===== src/rtl/transmitter.sv =====
// 32-bit-word UART frame transmitter: start, 32 data bits LSB first, parity, stop.
// Optional one-word holding register enabled by defining TRANSMITTER_HOLD_BUFFER_EN.
module transmitter #(
  parameter int CLOCK_DIVIDER = 10417,
  parameter int BITS_PER_WORD = 32
) (
  input  logic                     clk,
  input  logic                     rst,
  input  logic                     tx_start,
  input  logic [BITS_PER_WORD-1:0] tx_data,
  input  logic                     parity_type,
  output logic                     tx,
  output logic                     tx_ready,
  output logic                     busy,
  output logic                     tx_done
);
  localparam int CNT_W = $clog2(CLOCK_DIVIDER);

  typedef enum logic [2:0] {IDLE, START_BIT, DATA_BITS, PARITY_BIT, STOP_BIT} state_t;

  state_t                   state, state_n;
  logic [CNT_W-1:0]         cnt, cnt_n;
  logic [5:0]               idx, idx_n;
  logic [BITS_PER_WORD-1:0] shift, shift_n, ld_data;
  logic                     par, par_n, tx_n, done_n, ld_pt, load;
  logic                     accept, bit_end;

  // parity_type=1 -> even (^data), 0 -> odd (~^data)
  function automatic logic calc_par(input logic [BITS_PER_WORD-1:0] d, input logic pt);
    return (^d) ^ ~pt;
  endfunction

  assign busy    = (state != IDLE);
  assign bit_end = (cnt == CNT_W'(CLOCK_DIVIDER - 1));
  assign accept  = tx_start && tx_ready;

`ifdef TRANSMITTER_HOLD_BUFFER_EN
  logic                     hold_full, hold_full_n, hold_pt, hold_pt_n;
  logic [BITS_PER_WORD-1:0] hold_data, hold_data_n;
  assign tx_ready = !rst && !hold_full;
`else
  assign tx_ready = !rst && !busy;
`endif

  always_comb begin
    state_n = state;
    cnt_n   = cnt;
    idx_n   = idx;
    shift_n = shift;
    par_n   = par;
    done_n  = 1'b0;
    load    = 1'b0;
    ld_data = tx_data;
    ld_pt   = parity_type;
`ifdef TRANSMITTER_HOLD_BUFFER_EN
    hold_full_n = hold_full;
    hold_data_n = hold_data;
    hold_pt_n   = hold_pt;
`endif
    if (state != IDLE) cnt_n = bit_end ? '0 : cnt + 1'b1;

    case (state)
      IDLE: begin
`ifdef TRANSMITTER_HOLD_BUFFER_EN
        if (hold_full) begin
          load = 1'b1; ld_data = hold_data; ld_pt = hold_pt; hold_full_n = 1'b0;
        end else if (accept) load = 1'b1;
`else
        if (accept) load = 1'b1;
`endif
      end
      START_BIT:  if (bit_end) state_n = DATA_BITS;
      DATA_BITS: if (bit_end) begin
        shift_n = shift >> 1;
        idx_n   = idx + 1'b1;
        if (idx == 6'(BITS_PER_WORD - 1)) state_n = PARITY_BIT;
      end
      PARITY_BIT: if (bit_end) state_n = STOP_BIT;
      STOP_BIT: if (bit_end) begin
        done_n  = 1'b1;
        state_n = IDLE;
`ifdef TRANSMITTER_HOLD_BUFFER_EN
        // back-to-back: skip the idle cycle when a word is waiting
        if (hold_full) begin
          load = 1'b1; ld_data = hold_data; ld_pt = hold_pt; hold_full_n = 1'b0;
        end
`endif
      end
      default: state_n = IDLE;
    endcase

`ifdef TRANSMITTER_HOLD_BUFFER_EN
    if (accept && busy) begin
      hold_full_n = 1'b1; hold_data_n = tx_data; hold_pt_n = parity_type;
    end
`endif

    if (load) begin
      shift_n = ld_data;
      par_n   = calc_par(ld_data, ld_pt);
      cnt_n   = '0;
      idx_n   = '0;
      state_n = START_BIT;
    end

    // line level is registered from the next-state view so it aligns with state
    case (state_n)
      START_BIT:  tx_n = 1'b0;
      DATA_BITS:  tx_n = shift_n[0];
      PARITY_BIT: tx_n = par_n;
      default:    tx_n = 1'b1;
    endcase
  end

  always_ff @(posedge clk) begin
    if (rst) begin
      state   <= IDLE;
      cnt     <= '0;
      idx     <= '0;
      shift   <= '0;
      par     <= 1'b0;
      tx      <= 1'b1;
      tx_done <= 1'b0;
    end else begin
      state   <= state_n;
      cnt     <= cnt_n;
      idx     <= idx_n;
      shift   <= shift_n;
      par     <= par_n;
      tx      <= tx_n;
      tx_done <= done_n;
    end
  end

`ifdef TRANSMITTER_HOLD_BUFFER_EN
  always_ff @(posedge clk) begin
    if (rst) begin
      hold_full <= 1'b0;
      hold_data <= '0;
      hold_pt   <= 1'b0;
    end else begin
      hold_full <= hold_full_n;
      hold_data <= hold_data_n;
      hold_pt   <= hold_pt_n;
    end
  end
`endif
endmodule


===== config.mk =====
export PLATFORM = sky130hd
export DESIGN_NAME = transmitter
export DESIGN_NICKNAME = d
export VERILOG_FILES = /design/src/rtl/transmitter.sv
export SDC_FILE = /design/constraint.sdc
export NUM_CORES = 1
export LEC_CHECK = 0
export CELL_PAD_IN_SITES_DETAIL_PLACEMENT = 1
export CELL_PAD_IN_SITES_GLOBAL_PLACEMENT = 1
export CORE_ASPECT_RATIO = 0.7
export CORE_UTILIZATION = 40
export CTS_CLUSTER_SIZE = 12
export DETAILED_ROUTE_END_ITERATION = 8
export HOLD_SLACK_MARGIN = 0.02
export PLACE_DENSITY = 0.75
export SLEW_MARGIN = 0
export SYNTH_ARGS = -nofsm -noshare
export SYNTH_HDL_FRONTEND = slang
export SYNTH_SLANG_ARGS = --single-unit
export TNS_END_PERCENT = 100

===== constraint.sdc =====
create_clock -name clk -period 3.5 [get_ports clk]
set_input_delay 0.7 -clock clk [delete_from_list [all_inputs] [get_ports clk]]
set_output_delay 0.7 -clock clk [all_outputs]
set_load 0.01 [all_outputs]

==> results.ini <==
[synthesis]
synth_seq_cells=58
yosys.area.top_type=dfxtp_1
async_flop_share=0
yosysMostFrequentCell=dfxtp_1
synth_edf_count=0
seq_area_frac_synth=0.396
yosysWarnings=0
synthCells=316
synth_cell_types=37
synth_area_um2=2930
avgSynthCellArea_um2=9.29
synthTopCellsByArea=dfxtp_1 (40%), mux2i_1 (11%), xnor2_1 (8.7%)
syn-num-nets=355
synth_top_area_frac=0.396
ys_top_cells_by_count=dfxtp_1 (58), nor2_1 (46), a211oi_1 (33), mux2i_1 (33), xnor2_1 (29)
synth_flop_cell=dfxtp_1

[finish]
layout-drive-gt1-share=0.0732
area_growth_pct=21.9
diodes=0
final_cell_area_um2=3580
nets=391

[global_routing]
gr-usage-met2=0.310
grt.total_usage=0.192
busiest_layer=met2
grt_max_degree=46
grt_pass1_vias=2285
use_met1=0.252
grt.met3_usage=0.0541
antenna_found_initial=0
overflow=0
grt_pass1_wl_mm=11.4

[detailed_routing]
first_pass_iters=4
routed_wl_mm=6.87
drc_errors=0
num_vias=2314
drt_iter0_markers=47
wl_per_cell_um=15.3
vias_per_cell=5.15
ant_nets=0

[sta]
hold_viol_final=0
maxSlewHeadroom=0.591
rsz0062_at_grt=false
clock.fmax_mhz=365
worst_slew_pin_slew_ns=0.614
maxSlewViolCount=0
setup_viol=0
min_period_ns=2.74
fin_tns_setup_ns=0
period_share=0.782
layout_setup_ws_ns=0.764
skew_ns=0.00742
whs_ns=0.498

[die]
initial_utilization=0.424
die_w_um=104
placementRows=25
die_h_um=73.7
die_area_um2=7690
num_io_pins=40
core_area_um2=6910

[worst_setup_path]
critPathKind=reg -> out
crit_fanout=8
cp-start-kind=flip-flop
cp-end-kind=output pin
critPathMaxStageDelay_ns=0.58
slowest_stage=clkdlybuf4s50_1
worstPathRequired_ns=2.80
cp_cell_sequence=nor3_2, inv_2, nor2_1, clkdlybuf4s50_1
critical_path_arrival_ns=2.04

[clocking]
cts_buffer_depth=2
path_clk_slew_ns=0.07
clk_latency_ns=0.34
cts.sinks=58
ctsResizeCount=0
post_cts_buffers=0
holdBufCountCts=0
cts_tree=built
h-tree-depth=3
cts_buffers=9
cts_root_buf=clkbuf_8

[hold_path]
hp-class=reg -> reg

[place]
place_area_um2=3380
port_buffers=39
dpl_worst_slack_ns=0.828
gp_congestion=0.748
hpwl_mm=4.89

[power_and_ir_drop]
peakVddDrop_uv=203
p_leak_nw=1.22
power_density_nw_per_um2=441

[status]
status=finished, final reports clean

[run]
cap_violations=0

## through the flow
| stage | total power [W] | util | instances |
|---|---|---|---|
| after floorplan | 0.000888 | - | 316 |
| after global placement | 0.000972 | 0.490 | 435 |
| after detailed placement | 0.000978 | 0.490 | 435 |
| after CTS | 0.00160 | 0.517 | 449 |
| after global routing | 0.00165 | 0.517 | 449 |
| final | 0.00158 | 0.517 | 449 |
## final timing paths
kind | start | cells after the start | endpoint | slack [ns]
setup / recovery | state[2] | 4 | tx_ready | 0.76
hold / removal | shift[31] | 2 | shift[31] | 0.50
setup reg to reg | cnt[0] | 9 | idx[5] | 1.13
hold reg to reg | shift[31] | 2 | shift[31] | 0.50
## registers in the layout, indices dropped and copies added (netlist names)
register and flops:
cnt 14, idx 6, par 1, shift 32
state 3, tx 1, tx_done 1
## metal layers
metal	vias to the layer above	wire, um
met4	0	58
met2	31	3130
met5	-	0
met1	1096	3460
met3	6	226
li1	1181	-
## power breakdown
group,switching [W],total (W),internal (W)
sequential,0.0000188,0.000710,0.000691
clock,0.000258,0.000615,0.000357
combinational,0.000112,0.000252,0.000139
## placed cells by master (no fill, tap or decap), types with 11 or more instances in the layout
master and count:
xor2_1 17, nor2_1 46, xnor2_1 29, mux2i_1 33
clkdlybuf4s50_1 39, nand2_1 16, dfxtp_1 58, clkbuf_8 11
a211oi_1 33, nor3_1 11
## logic make-up (layout without fill, tap and decap cells)
kind of cell	after synthesis	count (layout)	synth area share
AO/OA/AOI/OAI	47	47	0.111
XOR/XNOR	47	47	0.145
flip-flops	58	58	0.396
multiplexers	33	33	0.113
buffers and inverters	24	63	0.0405
adder cells (fa/ha/maj)	3	3	0.0128
AND/OR/NAND/NOR	104	104	0.183
## area by class of cell
| cell class | instances | area, um^2 |
|---|---|---|
| Fill cell | 800 | 3340 |
| Multi-Input combinational cell | 234 | 1660 |
| Sequential cell | 58 | 1160 |
| Timing Repair Buffer | 43 | 420 |
| Clock buffer | 11 | 151 |
| Tap cell | 94 | 118 |
| Clock inverter | 3 | 40.0 |
| Inverter | 6 | 22.5 |
## critical path: cells and delay by family, from the launching register on
kind          cells  cell delay, ns
buf+inv           2            0.71
simple gates      2            0.60
flops             1            0.39
Power figures use the tool's default switching activity.
